File: config.mk
export PLATFORM = sky130hd
export DESIGN_NAME = mc_ctrl_fsm
export DESIGN_NICKNAME = d
export VERILOG_FILES = /design/src/rtl/mc_ctrl_fsm_pkg.sv /design/src/rtl/mc_ctrl_fsm_decode.sv /design/src/rtl/mc_ctrl_fsm.sv
export SDC_FILE = /design/constraint.sdc
export NUM_CORES = 1
export LEC_CHECK = 0
export CORE_AREA = 2 2 96 98
export CTS_BUF_LIST = sky130_fd_sc_hd__clkbuf_8
export CTS_CLUSTER_SIZE = 12
export DETAILED_ROUTE_END_ITERATION = 16
export DIE_AREA = 0 0 98 100
export PLACE_DENSITY = 0.89
export SETUP_SLACK_MARGIN = 0.4
export SLEW_MARGIN = 40
export SYNTH_ARGS = -nofsm -noshare
export SYNTH_HDL_FRONTEND = slang
export SYNTH_SLANG_ARGS = --single-unit
File: constraint.sdc
create_clock -name CLK -period 3 [get_ports CLK]
set_input_delay 0.6 -clock CLK [delete_from_list [all_inputs] [get_ports CLK]]
set_output_delay 0.6 -clock CLK [all_outputs]
set_load 0.01 [all_outputs]
File: src/rtl/mc_ctrl_fsm_pkg.sv
// Shared definitions for the multicycle control unit: opcodes, funcs, state codes
// and datapath select encodings.
package mc_ctrl_fsm_pkg;

  typedef enum logic [2:0] {
    StIf   = 3'b000,
    StId   = 3'b001,
    StExe  = 3'b010,
    StMem  = 3'b011,
    StWb   = 3'b100,
    StHalt = 3'b101,
    StTrap = 3'b110
  } state_e;

  localparam logic [5:0] OpR    = 6'b000000;
  localparam logic [5:0] OpAddi = 6'b001000;
  localparam logic [5:0] OpOri  = 6'b001101;
  localparam logic [5:0] OpSlti = 6'b001010;
  localparam logic [5:0] OpLw   = 6'b100011;
  localparam logic [5:0] OpSw   = 6'b101011;
  localparam logic [5:0] OpBeq  = 6'b000100;
  localparam logic [5:0] OpBne  = 6'b000101;
  localparam logic [5:0] OpBgtz = 6'b000111;
  localparam logic [5:0] OpJ    = 6'b000010;
  localparam logic [5:0] OpJal  = 6'b000011;
  localparam logic [5:0] OpHalt = 6'b111111;

  localparam logic [5:0] FnAdd = 6'b100000;
  localparam logic [5:0] FnSub = 6'b100010;
  localparam logic [5:0] FnAnd = 6'b100100;
  localparam logic [5:0] FnOr  = 6'b100101;
  localparam logic [5:0] FnSll = 6'b000000;
  localparam logic [5:0] FnSlt = 6'b101010;
  localparam logic [5:0] FnJr  = 6'b001000;

  localparam logic [1:0] PcPlus4 = 2'b00;
  localparam logic [1:0] PcRel   = 2'b01;
  localparam logic [1:0] PcAbs   = 2'b10;
  localparam logic [1:0] PcRs    = 2'b11;

  localparam logic [1:0] DstRt  = 2'b00;
  localparam logic [1:0] DstRd  = 2'b01;
  localparam logic [1:0] DstR31 = 2'b10;

  localparam logic [2:0] AluAdd = 3'b000;
  localparam logic [2:0] AluSub = 3'b001;
  localparam logic [2:0] AluAnd = 3'b010;
  localparam logic [2:0] AluOr  = 3'b011;
  localparam logic [2:0] AluSll = 3'b100;
  localparam logic [2:0] AluSlt = 3'b101;

  localparam logic [1:0] TrapNone    = 2'b00;
  localparam logic [1:0] TrapIllegal = 2'b01;
  localparam logic [1:0] TrapImem    = 2'b10;
  localparam logic [1:0] TrapDmem    = 2'b11;

endpackage

File: src/rtl/mc_ctrl_fsm_decode.sv
// Combinational instruction decode: op/func to datapath selects, class flags and legality.
module mc_ctrl_decode
  import mc_ctrl_fsm_pkg::*;
(
  input  logic [5:0] op,
  input  logic [5:0] func,
  output logic       legal,
  output logic [2:0] alu_op,
  output logic       alu_src_a,
  output logic       alu_src_b,
  output logic [1:0] reg_dst,
  output logic       ext_sel,
  output logic       db_sel,
  output logic       reg_wsrc,
  output logic       is_jump,
  output logic       is_jal,
  output logic       is_jr,
  output logic       is_halt,
  output logic       is_branch,
  output logic       is_mem,
  output logic       is_sw
);

  always_comb begin
    legal     = 1'b1;
    alu_op    = AluAdd;
    alu_src_a = 1'b0;
    alu_src_b = 1'b0;
    reg_dst   = DstRt;
    ext_sel   = 1'b1;
    db_sel    = 1'b0;
    reg_wsrc  = 1'b0;
    is_jump   = 1'b0;
    is_jal    = 1'b0;
    is_jr     = 1'b0;
    is_halt   = 1'b0;
    is_branch = 1'b0;
    is_mem    = 1'b0;
    is_sw     = 1'b0;
    case (op)
      OpR: begin
        reg_dst = DstRd;
        case (func)
          FnAdd: alu_op = AluAdd;
          FnSub: alu_op = AluSub;
          FnAnd: alu_op = AluAnd;
          FnOr:  alu_op = AluOr;
          FnSll: begin
            alu_op    = AluSll;
            alu_src_a = 1'b1;
          end
          FnSlt: alu_op = AluSlt;
          FnJr:  is_jr = 1'b1;
          default: legal = 1'b0;
        endcase
      end
      OpAddi: alu_src_b = 1'b1;
      OpOri: begin
        alu_src_b = 1'b1;
        ext_sel   = 1'b0;
        alu_op    = AluOr;
      end
      OpSlti: begin
        alu_src_b = 1'b1;
        alu_op    = AluSlt;
      end
      OpLw: begin
        alu_src_b = 1'b1;
        db_sel    = 1'b1;
        is_mem    = 1'b1;
      end
      OpSw: begin
        alu_src_b = 1'b1;
        is_mem    = 1'b1;
        is_sw     = 1'b1;
      end
      // Branches compare rs against rt (or zero) through a subtract.
      OpBeq, OpBne, OpBgtz: begin
        alu_op    = AluSub;
        is_branch = 1'b1;
      end
      OpJ: is_jump = 1'b1;
      OpJal: begin
        is_jump  = 1'b1;
        is_jal   = 1'b1;
        reg_dst  = DstR31;
        reg_wsrc = 1'b1;
      end
      OpHalt: is_halt = 1'b1;
      default: legal = 1'b0;
    endcase
  end

endmodule

File: src/rtl/mc_ctrl_fsm.sv
// Multicycle control FSM with req/ack memory handshakes, HALT/TRAP handling,
// memory timeout and cycle/retired-instruction counters.
module mc_ctrl_fsm
  import mc_ctrl_fsm_pkg::*;
#(
  parameter int unsigned CNT_W       = 32,
  parameter int unsigned MEM_TIMEOUT = 16,
  parameter bit          EN_TRAP     = 1'b1
) (
  input  logic             CLK,
  input  logic             nRST,
  input  logic [5:0]       op,
  input  logic [5:0]       func,
  input  logic             zero,
  input  logic             sign,
  input  logic             imem_ack,
  input  logic             dmem_ack,
  input  logic             resume,
  input  logic             cnt_clr,
  output logic [2:0]       state,
  output logic             imem_req,
  output logic             dmem_req,
  output logic             dmem_we,
  output logic             ir_write,
  output logic             pc_write,
  output logic             reg_wr,
  output logic             alu_src_a,
  output logic             alu_src_b,
  output logic             db_sel,
  output logic [1:0]       reg_dst,
  output logic             ext_sel,
  output logic             reg_wsrc,
  output logic [1:0]       pc_sel,
  output logic [2:0]       alu_op,
  output logic             halted,
  output logic             trap,
  output logic [1:0]       trap_cause,
  output logic [CNT_W-1:0] cycle_cnt,
  output logic [CNT_W-1:0] instr_cnt
);

  localparam int unsigned WaitW = (MEM_TIMEOUT > 2) ? $clog2(MEM_TIMEOUT) : 1;
  localparam logic [WaitW-1:0] WaitLast = WaitW'(MEM_TIMEOUT - 1);

  state_e state_q, state_d;
  logic [WaitW-1:0] wait_q, wait_d;
  logic [1:0] cause_q, cause_d;
  logic [CNT_W-1:0] cycle_q, instr_q;

  logic legal, is_jump, is_jal, is_jr, is_halt, is_branch, is_mem, is_sw;
  logic taken, timeout_hit;
  logic imem_req_c, dmem_req_c, dmem_we_c, ir_write_c, pc_write_c, reg_wr_c;

  mc_ctrl_decode u_decode (
    .op        (op),
    .func      (func),
    .legal     (legal),
    .alu_op    (alu_op),
    .alu_src_a (alu_src_a),
    .alu_src_b (alu_src_b),
    .reg_dst   (reg_dst),
    .ext_sel   (ext_sel),
    .db_sel    (db_sel),
    .reg_wsrc  (reg_wsrc),
    .is_jump   (is_jump),
    .is_jal    (is_jal),
    .is_jr     (is_jr),
    .is_halt   (is_halt),
    .is_branch (is_branch),
    .is_mem    (is_mem),
    .is_sw     (is_sw)
  );

  assign taken = ((op == OpBeq) & zero) | ((op == OpBne) & ~zero) |
                 ((op == OpBgtz) & ~sign & ~zero);
  assign timeout_hit = (MEM_TIMEOUT != 0) && (wait_q == WaitLast);

  always_comb begin
    state_d    = state_q;
    cause_d    = cause_q;
    wait_d     = '0;
    imem_req_c = 1'b0;
    dmem_req_c = 1'b0;
    dmem_we_c  = 1'b0;
    ir_write_c = 1'b0;
    pc_write_c = 1'b0;
    reg_wr_c   = 1'b0;
    pc_sel     = PcPlus4;
    case (state_q)
      StIf: begin
        imem_req_c = 1'b1;
        ir_write_c = imem_ack;
        // An ack in the last allowed cycle still wins over the timeout.
        if (imem_ack) begin
          state_d = StId;
        end else if (timeout_hit) begin
          state_d = StTrap;
          cause_d = TrapImem;
        end else begin
          wait_d = wait_q + WaitW'(1);
        end
      end
      StId: begin
        if (is_jump) begin
          pc_write_c = 1'b1;
          pc_sel     = PcAbs;
          reg_wr_c   = is_jal;
          state_d    = StIf;
        end else if (is_jr) begin
          pc_write_c = 1'b1;
          pc_sel     = PcRs;
          state_d    = StIf;
        end else if (is_halt) begin
          state_d = StHalt;
        end else if (!legal) begin
          if (EN_TRAP) begin
            state_d = StTrap;
            cause_d = TrapIllegal;
          end else begin
            pc_write_c = 1'b1;
            state_d    = StIf;
          end
        end else begin
          state_d = StExe;
        end
      end
      StExe: begin
        if (is_branch) begin
          pc_write_c = 1'b1;
          pc_sel     = taken ? PcRel : PcPlus4;
          state_d    = StIf;
        end else if (is_mem) begin
          state_d = StMem;
        end else begin
          state_d = StWb;
        end
      end
      StMem: begin
        dmem_req_c = 1'b1;
        dmem_we_c  = is_sw;
        if (dmem_ack) begin
          pc_write_c = is_sw;
          state_d    = is_sw ? StIf : StWb;
        end else if (timeout_hit) begin
          state_d = StTrap;
          cause_d = TrapDmem;
        end else begin
          wait_d = wait_q + WaitW'(1);
        end
      end
      StWb: begin
        reg_wr_c   = 1'b1;
        pc_write_c = 1'b1;
        state_d    = StIf;
      end
      StHalt, StTrap: begin
        if (resume) begin
          pc_write_c = 1'b1;
          state_d    = StIf;
        end
      end
      default: state_d = StIf;
    endcase
  end

  always_ff @(posedge CLK or negedge nRST) begin
    if (!nRST) begin
      state_q <= StIf;
      wait_q  <= '0;
      cause_q <= TrapNone;
      cycle_q <= '0;
      instr_q <= '0;
    end else begin
      state_q <= state_d;
      wait_q  <= wait_d;
      cause_q <= cause_d;
      if (cnt_clr) begin
        cycle_q <= '0;
        instr_q <= '0;
      end else begin
        if (state_q != StHalt) cycle_q <= cycle_q + CNT_W'(1);
        if (pc_write_c) instr_q <= instr_q + CNT_W'(1);
      end
    end
  end

  // Requests and write enables are forced low while reset is asserted.
  assign imem_req   = imem_req_c & nRST;
  assign dmem_req   = dmem_req_c & nRST;
  assign dmem_we    = dmem_we_c & nRST;
  assign ir_write   = ir_write_c & nRST;
  assign pc_write   = pc_write_c & nRST;
  assign reg_wr     = reg_wr_c & nRST;

  assign state      = state_q;
  assign halted     = (state_q == StHalt);
  assign trap       = (state_q == StTrap);
  assign trap_cause = cause_q;
  assign cycle_cnt  = cycle_q;
  assign instr_cnt  = instr_q;

endmodule

== After elaboration in Yosys (flattened, before gate mapping) ==
Index checks and enable logic that the tools add are counted.
Cells by class
  $add $sub $neg: 3
  divide/modulo/power cells: 0
  shift operators: 0
  equal/unequal tests: 34
  bitwise operators: 14
  $mul: 0
  muxes and demuxes: 64
  magnitude comparators: 0
  reduce and logical (&&, ||, !) cells: 14
Operator list (number)
  32-bit 2-to-1 mux: 4
  32-bit by 1-bit adder with 32-bit output (second input constant): 2
  6-bit == test (second input constant): 8
  3-bit 2-to-1 mux: 11
  3-bit one-hot mux with 5 select lines: 2
  1-bit 2-to-1 mux: 26
  6-bit by 4-bit == test with 1-bit output (second input constant): 4
  2-bit 2-to-1 mux: 10
  6-bit by 3-bit == test with 1-bit output (second input constant): 3
  2-bit inequality test (second input constant): 9
  6-bit by 2-bit == test with 1-bit output (second input constant): 2
  6-bit logical NOT: 2
  4-bit 2-to-1 mux: 3
  3-bit one-hot mux with 4 select lines: 1
  11-bit OR reduction: 1
  1-bit bitwise AND: 10
  3-bit == test (second input constant): 3
  9-bit AND reduction: 1
  2-bit one-hot mux with 2 select lines: 2
  4-bit one-hot mux with 2 select lines: 1
  7-bit OR reduction: 1
  3-bit by 2-bit == test with 1-bit output (second input constant): 2
  2-bit one-hot mux with 3 select lines: 1
  2-bit OR reduction: 3
  other kinds (13): 17
Word-level totals
  bits in registers: 73
  output and inout bits: 89
  latch bits: 0
  bits of input ports: 20
  memory bits (writable): 0
  logic and storage cells: 134
  memories: 0
  ROM bits: 0

== Logic depth before layout (Yosys ltp) ==
Gate-level depths: netlist of the first run.
  word-level depth: 9
  mapped depth: 8
  depth with buffers taken out: 7

== By module ==
A second synthesis of the first run with hierarchy kept.
Unflattened totals
  cells, all modules: 517
  area, all modules: 4593.2 um2
By module, submodules not included
  mc_ctrl_fsm: seq. area each 1826.8 um2, times used 1, cells each 456, area an instance 4185.3 um2
  mc_ctrl_decode: seq. area each 0.0 um2, times used 1, cells each 61, area an instance 407.9 um2

== Worst setup path after synthesis of the first run ==
Ideal clock, no wire load.
  path type: input to output
  start: in op[5]
  end: out pc_write
  path slack: 0.158 ns
  arrival time: 2.242 ns
  stages on the path: 6
  path buffers: 2
  path through: buf_2 > or4_1 > buf_2 > nor4_4 > nor2_1 > nor2b_1
On the way
  cells in the longest elaborated chain, start to end: 6
RTL lines
  start, declared: RTL line mc_ctrl_fsm.sv:12  | input logic [5:0] op,
  6-bit by 3-bit == test with 1-bit output, or another cell as far along: RTL line mc_ctrl_fsm_decode.sv:40  | case (op)
  3-bit OR reduction, or another cell as far along: RTL line mc_ctrl_fsm_decode.sv:40
  1-bit 2-to-1 mux (on tied branches): RTL line mc_ctrl_fsm_decode.sv:40, mc_ctrl_fsm.sv:109
  1-bit 2-to-1 mux (on tied branches): RTL line mc_ctrl_fsm.sv:128, mc_ctrl_fsm.sv:104
  1-bit one-hot mux with 5 select lines (*): RTL line mc_ctrl_fsm.sv:89  | case (state_q)
  1-bit bitwise AND (*): RTL line mc_ctrl_fsm.sv:192  | assign pc_write = pc_write_c & nRST;
  end, declared: RTL line mc_ctrl_fsm.sv:25  | output logic pc_write,
Mark *: on every way between the ends. The rest lies on a longest branch, timed or not.

== Worst setup path after layout of the first run ==
Ends and elaborated chain as after synthesis.

==> results.cfg, run 1 <==
[run_status]
status = completed

[timing]
worstMarginPinSlew_ns = 0.518
min_period_ns = 2.61
hold_viol_final = 0
drv_slew = 0
grt_setup_unrepaired = yes
setup_ws_ns = 0.385
fmax_ghz = 0.382
tns_ns = 0
slew_headroom_pct = 65.5
finalClockSkew_ns = 0.0116
finalCritPeriodShare_pct = 87.2
setup_viol = 0

[clock_network]
clk_pin_slew_ns = 0.08
clk_path_buf_depth = 2
cts_htree_levels = 3
clkSinkCount = 73
numCtsBuffers = 9
root_buffer = clkbuf_8
cts_tree = yes
clock_insertion_delay_worst_skew_ns = 0.34

[place]
io_buffers = 108
gp_congestion = 0.974
dp_slack_ns = -0.527
place_hpwl_um = 8550

[die]
dieArea_mm2 = 0.00980
rows = 35
die_y_um = 100
start_util_pct = 48.1
die_w_um = 98
core_mm2 = 0.00889
ioPinCount = 109

[setup_path]
cp.arrival_ns = 2.01
path_max_fanout = 3
cp_common_cell = buf_6
worst-path-stages = 8
crit_slowest_cell = or4_4
crit_buf_inv = 4
crit_chain = buf_6 -> buf_6 -> or4_4 -> nor4_4 -> buf_4 -> nor2_2 -> nor2b_2 -> buf_6
cp-start-kind = input port
crit_type = input port to output pin
cpLargestDelayFamily = simple AND/OR/NAND/NOR gates
cpPeakStageDelay_ns = 0.53
r2r.worst_path.cells = 7
endpoint_kind = output pin
cp.required_ns = 2.40

[synthesis]
synth_largest_area_cell = dfrtp_1
syn_nets = 519
synth-edff-count = 0
synth_area_per_cell_um2 = 8.62
postSynthCellCount = 496
synthFlopType = dfrtp_1
ys_top_cells_by_area = dfrtp_1, nor2_1, xor2_1
ys_ff_latch = 73
async_reset_ff_share_pct = 100
synth_top_area_share_pct = 42.7
syn_area_mm2 = 0.00428
synth.distinct_cells = 52
ys_warn_count = 0
synth-seq-area-share_pct = 42.7

[drt]
route.detailed.drc = 0
wl_um = 12000
drtIter0Drc = 198
num_vias = 4307
antenna_left = 0
vias_per_cell = 5.69
drt-pass1-iter-count = 5
routedWlPerCell_um = 15.8

[worst_hold_path]
hp-class = input port to async pin

[power_and_ir_drop]
internal_power_mw = 1.71
power_frac_clock_pct = 28.0
seq_power_share_pct = 41.9
power.switching_uw = 872
power.share.switching_pct = 33.7
power_density_mw_per_mm2 = 429
leakage_nw = 2.51
peakVddDrop_v = 0.000409
p_comb_share_pct = 30.1

[job]
drv_cap = 0

[layout]
nets = 664
layout-drive-gt1-share_pct = 16.4
antennaDiodeCount = 0
syn_to_final_growth_pct = 41.0

[global_route]
grt_pass1_wl_um = 19800
grt_pass1_vias = 4193
grt_usage_pct = 24.3
grt_max_degree = 50
grt_overflow = 0
antenna_found_initial = 0
[routing by layer]
layer  GRT usage, %  vias up  wire [um]
met5              0        -          0
met4           9.72        0        274
met3           3.69       26        490
met2           41.0      125       6170
met1           31.6     2113       5060
li1               -     2043          -
[sequential cells by signal, summed over array words and instances, names as in the netlist]
register and count:
instr_cnt 32, trap_cause 2, cycle_cnt 32, wait_q 4, state 3
[what timing repair did]
item	in CTS	in global routing
hold buffers	0	0
setup buffers	10	1
pin swaps	13	5
endpoints found under the setup margin	33	18
gates resized for setup	81	10
[placed cells by master (no fill, tap or decap), drive strengths merged, types with 3 or more instances in the layout]
master         Yosys  routed
or3               16      16
or2                3       3
nor2              79      79
dlygate4sd2        0      11
inv               16      16
clkinv             0       3
dfrtp             73      73
o2111ai            6       6
buf                5      64
and2               7       7
nand3             23      23
nand2b             4       4
xor2              30      30
nor2b             10      10
or4                5       5
and3              15      15
clkinvlp           0       3
and4               6       6
nor3              18      18
clkbuf            20      10
nand3b             4       4
clkdlybuf4s50      0      80
nor4               3       3
clkdlybuf4s15      0       3
o211ai             6       6
nand4             11      11
xnor2             17      17
o31ai              5       5
a21oi             22      22
nand2             29      29
o21ai             31      31
a22oi              4       4
ha                 3       3
[cells by family after synthesis]
kind of cell             count (synthesis)  share of synthesized area (%)
XOR/XNOR                                47                           9.63
flip-flops                              73                           42.7
AO/OA/AOI/OAI                           88                           13.1
AND/OR/NAND/NOR                        241                           29.2
buffers and inverters                   41                           3.69
multiplexers                             2                          0.468
adder cells (fa/ha/maj)                  4                           1.11
[power by group through the flow]
stage / clock network [mW] / logic, mW / registers [mW]
2_1_floorplan: 0 / 0.383 / 1.11
4_1_cts: 0.729 / 0.759 / 1.08
5_1_grt: 0.769 / 0.849 / 1.09
3_3_place_gp: 0 / 0.718 / 1.09
3_5_place_dp: 0 / 0.736 / 1.10
6_report: 0.725 / 0.778 / 1.08
[synth_stat cells (2+ instances only)]
master and number:
buf_1 2, and3_1 15, or3_1 16, and4_1 6, o211ai_1 4, inv_1 16
or4_1 5, nor4_1 2, xor2_1 30, a22oi_1 4, nand3b_1 4, a21oi_1 22
or2_2 3, xnor2_1 17, clkbuf_1 20, o31ai_1 5, mux2i_1 2, o21ai_0 30
nor3_1 18, nand2_1 29, buf_2 3, nand4b_1 2, dfrtp_1 73, nor2_1 79
a221oi_1 2, o2111ai_1 6, o211ai_2 2, or4b_1 2, nand2b_1 4, nand3_1 23
nor2b_1 10, nand4_1 11, a21o_1 2, ha_1 3, and2_1 7
[stage by stage]
stage,utilization (%),area [um^2],power (mW),cells,hold WS [ns]
2_1_floorplan,-,4340,1.50,496,0.304
3_3_place_gp,64.4,5720,1.81,730,0.477
3_5_place_dp,64.4,5720,1.84,730,0.478
4_1_cts,67.5,6000,2.57,756,0.119
5_1_grt,67.8,6030,2.71,757,0.129
6_report,67.8,6030,2.59,757,0.116
[final timing paths]
| path | end | from | slack (ns) |
|---|---|---|---|
| setup / recovery | pc_write | op[5] | 0.39 |
| hold / removal | instr_cnt[12] | nRST | 0.12 |
| setup reg to reg | instr_cnt[28] | state[0] | 0.51 |
| hold reg to reg | trap_cause[1] | trap_cause[1] | 0.50 |
| max in group asynchronous | cycle_cnt[27] | nRST | 2.19 |
| min in group CLK | trap_cause[1] | trap_cause[1] | 0.50 |
[final cells by class]
class,count,area [um^2]
fill,700,2860
multi-input combinational,382,2390
sequential,73,1830
timing repair buffer,159,1430
tap,111,139
clock buffer,10,138
inverter,16,63.8
clock inverter,6,42.5
No activity file was read; power rests on OpenSTA's default activity.
==> run 2, diff against run 1 <==
--- a/config.mk
+++ b/config.mk
@@ -10,7 +10,7 @@
 export CTS_CLUSTER_SIZE = 12
 export DETAILED_ROUTE_END_ITERATION = 16
 export DIE_AREA = 0 0 98 100
-export PLACE_DENSITY = 0.89
+export PLACE_DENSITY = 0.8
 export SETUP_SLACK_MARGIN = 0.4
 export SLEW_MARGIN = 40
 export SYNTH_ARGS = -nofsm -noshare
==> constraint.sdc (replaced) <==
create_clock -name CLK -period 2.53 [get_ports CLK]
set_input_delay 0.506 -clock CLK [delete_from_list [all_inputs] [get_ports CLK]]
set_output_delay 0.506 -clock CLK [all_outputs]
set_load 0.01 [all_outputs]
==> results.cfg, run 2 (same netlist as run 1, synthesis figures left out) <==
[die]
ioPinCount = 109
die_w_um = 98
rows = 35
dieArea_mm2 = 0.00980
start_util_pct = 48.1
die_y_um = 100
core_mm2 = 0.00889

[clock_network]
numCtsBuffers = 9
clk_pin_slew_ns = 0.08
clock_insertion_delay_worst_skew_ns = 0.36
root_buffer = clkbuf_8
clk_path_buf_depth = 2
cts_htree_levels = 3
clkSinkCount = 73
cts_tree = yes

[layout]
antennaDiodeCount = 0
fillers = 649
register_area_mm2 = 0.00183
finish.instance_area_mm2 = 0.00662
mostFrequentLayoutCells = nor2_1, clkdlybuf4s50_1, dfrtp_1
syn_to_final_growth_pct = 54.9
utilization_pct = 74.5
layout-drive-gt1-share_pct = 26.3
multi_input_area_mm2 = 0.00256
nets = 705
instances_no_fill = 798

[job]
drv_cap = 0

[run_status]
status = completed

[worst_hold_path]
hp-class = input port to async pin

[timing]
min_period_ns = 2.45
finalClockSkew_ns = 0.0107
finalCritPeriodShare_pct = 96.7
grt_setup_unrepaired = yes
setup_viol = 0
worstMarginPinSlew_ns = 0.773
hold_ws_ns = 0.161
slew_headroom_pct = 48.4
drv_slew = 0
fmax_ghz = 0.409
hold_viol_final = 0
tns_ns = 0

[drt]
antenna_left = 0
wl_um = 13800
route.detailed.drc = 0
vias_per_cell = 5.74
drtIter0Drc = 241
num_vias = 4577
routedWlPerCell_um = 17.3
drt-pass1-iter-count = 5

[power_and_ir_drop]
leakage_nw = 2.77
power_density_mw_per_mm2 = 529
peakVddDrop_v = 0.000420

[setup_path]
path_max_fanout = 2
reg2reg_to = instr_cnt[8]
r2r.worst_path.cells = 9
cp.required_ns = 2.02
cp-start-kind = register
cp-startpoint = state[2]
endpoint_kind = output pin
reg2reg_from = state[2]
crit_type = register to output pin
rrSetupSlack_ns = 0.13
cp.arrival_ns = 1.94

[global_route]
antenna_found_initial = 0
grt_max_degree = 60
grt_pass1_vias = 4409
grt_usage_pct = 26.7
grt_overflow = 0
grt_pass1_wl_um = 21300

[place]
placed_cells = 739
io_buffers = 108
place_area_mm2 = 0.00580
place_hpwl_um = 8830
gp_congestion = 0.912
[run 2: power by group]
group	leakage, nW	total, mW	internal, mW	switching, mW
Clock	0.111	1.03	0.557	0.473
Combinational	1.65	1.19	0.587	0.599
Sequential	1.01	1.29	1.23	0.0615
Total	2.77	3.50	2.37	1.13
[run 2: worst max-delay path by stage]
stage          cells after the start            end  slack (ns)
3_3_place_gp                       7       pc_write       -0.75
3_5_place_dp                       7       pc_write       -0.80
6_report                           6       pc_write        0.08
4_1_cts                            7       pc_write        0.07
5_1_grt                            6       pc_write        0.04
2_1_floorplan                      7  instr_cnt[28]       -0.02
[run 2: what timing repair did]
action                                 in CTS  in global routing
resized for setup                         154                 37
gates cloned                                1                  0
pin swaps                                  22                 11
hold buffers                                1                  0
endpoints found under the hold margin       2                  0
setup endpoints to repair                  58                 51
setup buffers                              24                 17
[run 2: area by class of cell]
cell class	count	area share, %
Inverter	16	0.907
Tap cell	111	2.10
Timing Repair Buffer	200	27.5
Multi-Input combinational cell	382	38.6
Clock buffer	9	1.87
Sequential cell	73	27.6
Clock inverter	7	1.42
[run 2: worst max-delay path, cell delays in order (launching register included)]
cell and delay [ns]:
dfrtp_1 0.39, or3b_4 0.40, or3_4 0.40, o221ai_4 0.09
nor2_4 0.06, nor2b_2 0.13, buf_6 0.11
[run 2: stage by stage]
step / total power, mW / setup WS, ns
after floorplan: 1.79 / -0.0237
final: 3.50 / 0.0845
after global placement: 2.19 / -0.752
after detailed placement: 2.22 / -0.796
after global routing: 3.64 / 0.0403
after CTS: 3.39 / 0.0712
[run 2: per-layer routing]
layer	up-vias	GRT usage, %	routed length (um)
li1	2121	-	-
met1	2273	35.3	5760
met2	156	44.8	7070
met3	27	3.62	636
met4	0	10.6	315
met5	-	0	0
